--- src/rtl/serial_bit_feeder_pkg.sv ---
// rtl/serial_bit_feeder_pkg.sv - shared types and constants for the serial bit feeder
package serial_bit_feeder_pkg;

  typedef enum logic {
    IDLE  = 1'b0,
    SHIFT = 1'b1
  } state_t;

  localparam int DEFAULT_W = 8;

  // Pattern the downstream sliding-window detector looks for.
  localparam logic [7:0] TARGET_PATTERN = 8'hE7;

endpackage

--- src/rtl/serial_bit_feeder_if.sv ---
// rtl/serial_bit_feeder_if.sv - word handshake in, serial bit stream out
interface serial_bit_feeder_if
  import serial_bit_feeder_pkg::*;
#(
  parameter int W = DEFAULT_W
) ();

  logic         in_valid;
  logic [W-1:0] in_data;
  logic         in_ready;
  logic         out;
  logic         out_valid;
  logic         word_done;

  modport master (
    output in_valid,
    output in_data,
    input  in_ready,
    input  out,
    input  out_valid,
    input  word_done
  );

  modport slave (
    input  in_valid,
    input  in_data,
    output in_ready,
    output out,
    output out_valid,
    output word_done
  );

endinterface

--- src/rtl/serial_bit_feeder_hold.sv ---
// rtl/serial_bit_feeder_hold.sv - one-entry word register with valid, load and take
module word_hold_reg
  import serial_bit_feeder_pkg::*;
#(
  parameter int W = DEFAULT_W
) (
  input  logic         clk,
  input  logic         rst_n,
  input  logic         clr,
  input  logic         load,
  input  logic         take,
  input  logic [W-1:0] din,
  output logic [W-1:0] dout,
  output logic         valid
);

  always_ff @(posedge clk or negedge rst_n) begin
    if (!rst_n) begin
      dout  <= '0;
      valid <= 1'b0;
    end else if (clr) begin
      dout  <= '0;
      valid <= 1'b0;
    end else if (load) begin
      dout  <= din;
      valid <= 1'b1;
    end else if (take) begin
      valid <= 1'b0;
    end
  end

endmodule

--- src/rtl/serial_bit_feeder.sv ---
// rtl/serial_bit_feeder.sv - buffers parallel words and shifts them out one bit per clock
module serial_bit_feeder
  import serial_bit_feeder_pkg::*;
#(
  parameter int   W         = DEFAULT_W,
  parameter bit   MSB_FIRST = 1'b1,
  parameter logic IDLE_BIT  = 1'b0
) (
  input  logic                clk,
  input  logic                rst_n,
  input  logic                flush,
  serial_bit_feeder_if.slave  bus,
  output logic                busy
);

  localparam int            CW   = (W > 1) ? $clog2(W) : 1;
  localparam logic [CW-1:0] LAST = CW'(W - 1);

  state_t        state_q, state_d;
  logic [W-1:0]  sh_q, sh_d;
  logic [CW-1:0] cnt_q, cnt_d;
  logic          out_q, out_d;
  logic          ov_q, ov_d;
  logic          wd_q, wd_d;
  logic [W-1:0]  hold_data;
  logic          hold_valid;
  logic          hold_load;
  logic          hold_take;
  logic          accept;

  // The bit currently on `out` always sits at the leading end of sh.
  function automatic logic lead_bit(input logic [W-1:0] w);
    return MSB_FIRST ? w[W-1] : w[0];
  endfunction

  function automatic logic [W-1:0] advance(input logic [W-1:0] w);
    return MSB_FIRST ? {w[W-2:0], 1'b0} : {1'b0, w[W-1:1]};
  endfunction

  assign accept = bus.in_valid && !hold_valid;

  word_hold_reg #(.W(W)) u_hold (
    .clk   (clk),
    .rst_n (rst_n),
    .clr   (flush),
    .load  (hold_load),
    .take  (hold_take),
    .din   (bus.in_data),
    .dout  (hold_data),
    .valid (hold_valid)
  );

  always_comb begin
    state_d   = state_q;
    sh_d      = sh_q;
    cnt_d     = cnt_q;
    hold_load = 1'b0;
    hold_take = 1'b0;
    case (state_q)
      IDLE: begin
        if (accept) begin
          state_d = SHIFT;
          sh_d    = bus.in_data;
          cnt_d   = '0;
        end
      end
      SHIFT: begin
        if (cnt_q == LAST) begin
          if (hold_valid) begin
            hold_take = 1'b1;
            sh_d      = hold_data;
            cnt_d     = '0;
          end else if (accept) begin
            sh_d  = bus.in_data;
            cnt_d = '0;
          end else begin
            state_d = IDLE;
          end
        end else begin
          sh_d      = advance(sh_q);
          cnt_d     = cnt_q + CW'(1);
          hold_load = accept;
        end
      end
      default: state_d = IDLE;
    endcase
    out_d = (state_d == SHIFT) ? lead_bit(sh_d) : IDLE_BIT;
    ov_d  = (state_d == SHIFT);
    wd_d  = (state_d == SHIFT) && (cnt_d == LAST);
  end

  always_ff @(posedge clk or negedge rst_n) begin
    if (!rst_n) begin
      state_q <= IDLE;
    end else if (flush) begin
      state_q <= IDLE;
    end else begin
      state_q <= state_d;
    end
  end

  always_ff @(posedge clk or negedge rst_n) begin
    if (!rst_n) begin
      sh_q  <= '0;
      cnt_q <= '0;
      out_q <= IDLE_BIT;
      ov_q  <= 1'b0;
      wd_q  <= 1'b0;
    end else if (flush) begin
      sh_q  <= '0;
      cnt_q <= '0;
      out_q <= IDLE_BIT;
      ov_q  <= 1'b0;
      wd_q  <= 1'b0;
    end else begin
      sh_q  <= sh_d;
      cnt_q <= cnt_d;
      out_q <= out_d;
      ov_q  <= ov_d;
      wd_q  <= wd_d;
    end
  end

  assign bus.in_ready  = !hold_valid;
  assign bus.out       = out_q;
  assign bus.out_valid = ov_q;
  assign bus.word_done = wd_q;
  assign busy          = (state_q == SHIFT) || hold_valid;

endmodule
--- src/flat_wrapper.sv ---
// flat-port wrapper written by rule: the top's interface ports become plain ports
module serial_bit_feeder_flat import serial_bit_feeder_pkg::*;
#(
  parameter int   W         = DEFAULT_W,
  parameter bit   MSB_FIRST = 1'b1,
  parameter logic IDLE_BIT  = 1'b0
)
  (clk, rst_n, flush, busy, bus_in_valid, bus_in_data, bus_in_ready, bus_out, bus_out_valid, bus_word_done);
  serial_bit_feeder_if #(.W(W)) bus_i ();
  input  logic clk;
  input  logic rst_n;
  input  logic flush;
  output logic busy;
  input wire logic [$bits(bus_i.in_valid)-1:0] bus_in_valid;
  input wire logic [$bits(bus_i.in_data)-1:0] bus_in_data;
  output wire logic [$bits(bus_i.in_ready)-1:0] bus_in_ready;
  output wire logic [$bits(bus_i.out)-1:0] bus_out;
  output wire logic [$bits(bus_i.out_valid)-1:0] bus_out_valid;
  output wire logic [$bits(bus_i.word_done)-1:0] bus_word_done;
  assign bus_i.in_valid = bus_in_valid;
  assign bus_i.in_data = bus_in_data;
  assign bus_in_ready = bus_i.in_ready;
  assign bus_out = bus_i.out;
  assign bus_out_valid = bus_i.out_valid;
  assign bus_word_done = bus_i.word_done;
  serial_bit_feeder #(.W(W), .MSB_FIRST(MSB_FIRST), .IDLE_BIT(IDLE_BIT)) u_core (.clk(clk), .rst_n(rst_n), .flush(flush), .bus(bus_i), .busy(busy));
endmodule
--- config.mk ---
export PLATFORM = sky130hd
export DESIGN_NAME = serial_bit_feeder_flat
export DESIGN_NICKNAME = d
export VERILOG_FILES = /design/src/rtl/serial_bit_feeder_pkg.sv /design/src/rtl/serial_bit_feeder_if.sv /design/src/rtl/serial_bit_feeder_hold.sv /design/src/rtl/serial_bit_feeder.sv /design/src/flat_wrapper.sv
export SDC_FILE = /design/constraint.sdc
export NUM_CORES = 1
export LEC_CHECK = 0
export ABC_AREA = 1
export CAP_MARGIN = 20
export CORE_MARGIN = 3
export CORE_UTILIZATION = 45
export DETAILED_ROUTE_END_ITERATION = 6
export PLACE_DENSITY_LB_ADDON = 0.15
export REMOVE_ABC_BUFFERS = 1
export SYNTH_ARGS = -nofsm -noshare
export SYNTH_HDL_FRONTEND = slang
export SYNTH_SLANG_ARGS = --single-unit
--- constraint.sdc ---
create_clock -name clk -period 1.8 [get_ports clk]
set_clock_uncertainty 0.15 [all_clocks]
set_input_delay 0.27 -clock clk [delete_from_list [all_inputs] [get_ports clk]]
set_output_delay 0.27 -clock clk [all_outputs]
set_load 0.02 [all_outputs]
# Yosys cells after proc, flatten, opt, wreduce, memory -nomap -nowiden
# Cells that the tools add are included.
# classes
add_sub_neg	1
n_reduce_logical	6
n_bitwise	1
mux	28
eq_ne	2
# op_table
op	n
2-to-1 mux 8 bit	6
case mux 8 bit (2 select lines)	1
2-to-1 mux 1 bit	15
2-to-1 mux 3 bit	4
equality test 3 bit, second input constant	2
case mux 3 bit (2 select lines)	1
adder 3 x 1 -> 3 bit, second input constant	1
nonzero test 3 bit	1
logical AND 1 bit	2
case mux 1 bit (2 select lines)	1
nonzero test 2 bit	1
logical NOT 1 bit	1
logical OR 1 bit	1
NOT 1 bit	1
# word_totals
elab_cells	45
out_inout_bits	5
regBits	23
in_bits	12

# Logic depth before layout (Yosys ltp)
# logic_depth
ltp_word	9
depth_mapped	9
ltp_nobuf	9

# Hierarchy
# Synthesis repeated with hierarchy kept, for this count alone.
# unflattened
hier_cells	158
hier_area_um2	1199.9
# modules_own_cells
module	instances	area_per_inst_um2	cells_per_inst	seq_area_each_um2
serial_bit_feeder	1	837.1	118	350.3
word_hold_reg	1	362.8	40	225.2

# Worst setup path after synthesis
# No wires, ideal clock.
# synth_timing
path_kind	register -> register
start	reg u_core.cnt_q[0]
end	reg u_core.out_q (netlist: u_core.bus.out)
t_arrival_ns	1.287
period_less_slack_ns	1.569
path_slack_ns	0.231
required_ns	1.518
path_buffers	0
stages_incl_launch_ff	9
setup_time_ns	0.132
cell_sequence	dfrtp_1 ha_1 ha_1 nand2_1 nor2_4 a21oi_1 nand2_1 nand2_1 nor2_1
# synth_via
elab_chain_cells	5
word_cells_on_any_way	7
classes_between	eq/ne (1); mux (6)
# synth_lines
item	line_no	source
start: declaration	serial_bit_feeder.sv:21	logic [CW-1:0] cnt_q, cnt_d;
start signal: assignment	serial_bit_feeder.sv:117	cnt_q <= cnt_d;
equality test 3 bit (*)	serial_bit_feeder.sv:68	if (cnt_q == LAST) begin
2-to-1 mux 8 bit or 2-to-1 mux 1 bit (tied branches)	serial_bit_feeder.sv:68	
case mux 8 bit (2 select lines) or case mux 1 bit (2 select lines) (tied branches)	serial_bit_feeder.sv:59	case (state_q)
2-to-1 mux 1 bit (*)	serial_bit_feeder.sv:87	out_d = (state_d == SHIFT) ? lead_bit(sh_d) : IDLE_BIT;
2-to-1 mux 1 bit (*)	serial_bit_feeder.sv:109	end else if (flush) begin
end signal: assignment	serial_bit_feeder.sv:118	out_q <= out_d;
end: declaration	serial_bit_feeder.sv:22	logic out_q, out_d;
# Every way passes the cells marked *; elsewhere a longest branch is shown, timed or not.
# A chain may end at the register's enable or synchronous reset.

# Final worst setup path
# layout_timing
start	reg u_core.state_q
end	out busy
# layout_via
elab_chain_cells	1
# layout_lines
item	line_no	source
start: declaration	serial_bit_feeder.sv:19	state_t state_q, state_d;
start signal: assignment	serial_bit_feeder.sv:98	state_q <= state_d;
logical OR 1 bit	serial_bit_feeder.sv:128	assign busy = (state_q == SHIFT) || hold_valid;
end: declaration	flat_wrapper.sv:13	output logic busy;
# Every way passes these cells.

==> flow_summary.toml <==
[run_status]
status = "finished, final reports clean"

[sta]
post-route-min-period_ns = 1.723
drv_slew = 0
tns_ns = 0
hold_violations = 0
rsz0062_at_grt = "no"
slew_headroom_pct = 80.13
max_freq_mhz = 580.2
worst_pin_slew_ns = 0.2980
finalCritPeriodShare_pct = 95.75
setup-violations-final = 0

[clock_network]
holdBufCountCts = 0
cts_tree = "done"
cts_root_buffer = "clkbuf_4"
clk_latency_ns = 0.31
cts_sinks = 23
cts_setup_buffers = 0
clockBufferDepth = 2
htreeDepth = 1
clk_pin_slew_ns = 0.13
cts_inserted_buffers = 3

[detailed_routing]
drc = 0
ant_nets = 0
via_count = 1036
dr.pass1.iters = 4
initialDrtViolationCount = 16
wire_per_inst_um = 13.10
vias_per_cell = 5.206
routed_wl_um = 2606

[logic_synthesis]
ys.flop_type = "dfrtp_1"
synth_most_common_cell = "nand2_1"
ys_seq_area_share_pct = 48.78
yosysUniqueCellTypes = 21
synth_warnings = 0
postSynthAreaPerCell_sq_um = 8.137
syn_inst = 145
yosysTopAreaCell = "dfrtp_1"
syn-cell-area_sq_mm = 0.001180
async_flop_share_pct = 100.0
yosys.area.top_type_share_pct = 48.78
synthTopCellsByArea = "dfrtp_1, nand2_1, inv_1"
yosys-top-cells-count = "nand2_1, inv_1, dfrtp_1, nand3_1"
ys_ff_latch = 23
synth-edff-count = 0

[final_layout]
antennaDiodeCount = 0
area_delta_synth_final_pct = 23.22
layout-drive-gt1-share_pct = 14.04
nets = 187
finalNonFillerCells = 199

[grt]
antenna_found_initial = 0
grt_max_degree = 24
track_usage_pct = 17.41
grt_pass1_vias = 1025
grt_pass1_wl_um = 4498
gr-usage-met1_pct = 20.71
grt-busiest-layer = "met2"
groute.layer.met2.usage_pct = 31.48
overflow = 0
grt_util_met3_pct = 4.072

[worst_hold_path]
hold_class = "in2async"

[placed_design]
dp_hpwl_um = 1911
gp_congestion = 0.8425
port-buffer-count = 16
dp_cells = 195

[job]
drv_cap = 0

[die]
start_util_pct = 50.43
die_w_um = 57.21
die_area_sq_mm = 0.003272
rows = 17
core_sq_mm = 0.002340
io_pins = 17
die_h_um = 57.21

[worst_setup_path]
cp_data_required_time_ns = 1.38
path_class = "reg2out"
startpoint_type = "flip-flop"
crit_arrival_ns = 1.30
worstPathMaxFanout = 7
crit_path_end_kind = "output pin"

[power]
peakVddDrop_mv = 0.4916
cellPowerDensity_mw_per_mm2 = 715.8
p_leak_nw = 0.7095
final timing paths:
kind / end / from / slack (ns) / depth (start not counted)
worst max-delay path: busy / u_core.state_q / 0.08 / 3
worst min-delay path: u_core.bus.word_done / rst_n / 0.14 / 2
worst max register to register: u_core.sh_q[2] / u_core.cnt_q[0] / 0.11 / 7
worst min register to register: u_core.u_hold.dout[1] / u_core.u_hold.dout[1] / 0.40 / 2
max in group asynchronous: u_core.state_q / rst_n / 1.12 / 2
min in group clk: u_core.u_hold.dout[1] / bus_in_data[1] / 0.39 / 3
routing by layer:
layer,routed length (um),vias up
met1,1157,493
li1,-,516
met4,34,0
met5,0,-
met2,1317,23
met3,96,4
power breakdown:
| group | total (mW) | switching (mW) | internal, mW |
|---|---|---|---|
| clock network | 0.247 | 0.160 | 0.0866 |
| registers | 0.570 | 0.0201 | 0.550 |
| logic | 0.224 | 0.130 | 0.0935 |
| total | 1.04 | 0.311 | 0.730 |
final cells by class:
type                       instances  area (sq um)
clock buffer                       4         26.28
inverter                          31         116.4
sequential                        23         576.8
tap                               28         35.03
timing repair buffer              24         216.5
fill                             214         885.9
multi-input combinational         89         483.0
sequential cells by signal, indices dropped and copies added (netlist names):
name	count
u_core.bus.out	1
u_core.bus.word_done	1
u_core.cnt_q	3
u_core.sh_q	8
u_core.state_q	1
u_core.u_hold.dout	8
u_core.u_hold.valid	1
critical path, stage by stage (launching register included):
cell,delay (ns)
dfrtp_2,0.48
inv_1,0.13
nand2_1,0.06
dlygate4sd2_1,0.31
layout by cell type (no fill, tap or decap), drive strengths merged, types with 3 or more instances in the layout:
master and instances:
inv 31, nand3 11, a21oi 7, dlygate4sd2 3, nand2 41, clkdlybuf4s50 13, a31oi 5, dfrtp 23
ha 3, buf 8, o21ai 3, nor2 7, o22ai 7, clkbuf 4
stage by stage:
stage               area (sq um)  util [%]  setup WS, ns  total power, mW  hold slack, ns
finish                      1454     62.14       0.07654            1.041          0.1361
global placement            1420     60.70        0.1106           0.8019          0.3709
CTS                         1444     61.71       0.03398            1.047          0.1428
floorplan                   1165         -        0.2400           0.6990         -0.1756
global route                1454     62.14      0.003805            1.103          0.1460
detailed placement          1420     60.70       0.05735           0.8075          0.3831
kinds of logic after synthesis:
family / synth area share (%)
adders and majority gates: 3.182
DFF: 48.78
AOI/OAI and AO/OA: 13.15
and+or+nand+nor: 23.75
buffers and inverters: 11.13
timing repair:
action | 4_1_cts | 5_1_grt
endpoints found under the hold margin | 0 | 0
setup endpoints to repair | 3 | 9
resized for setup | 4 | 4
Power figures use the tool's default switching activity.
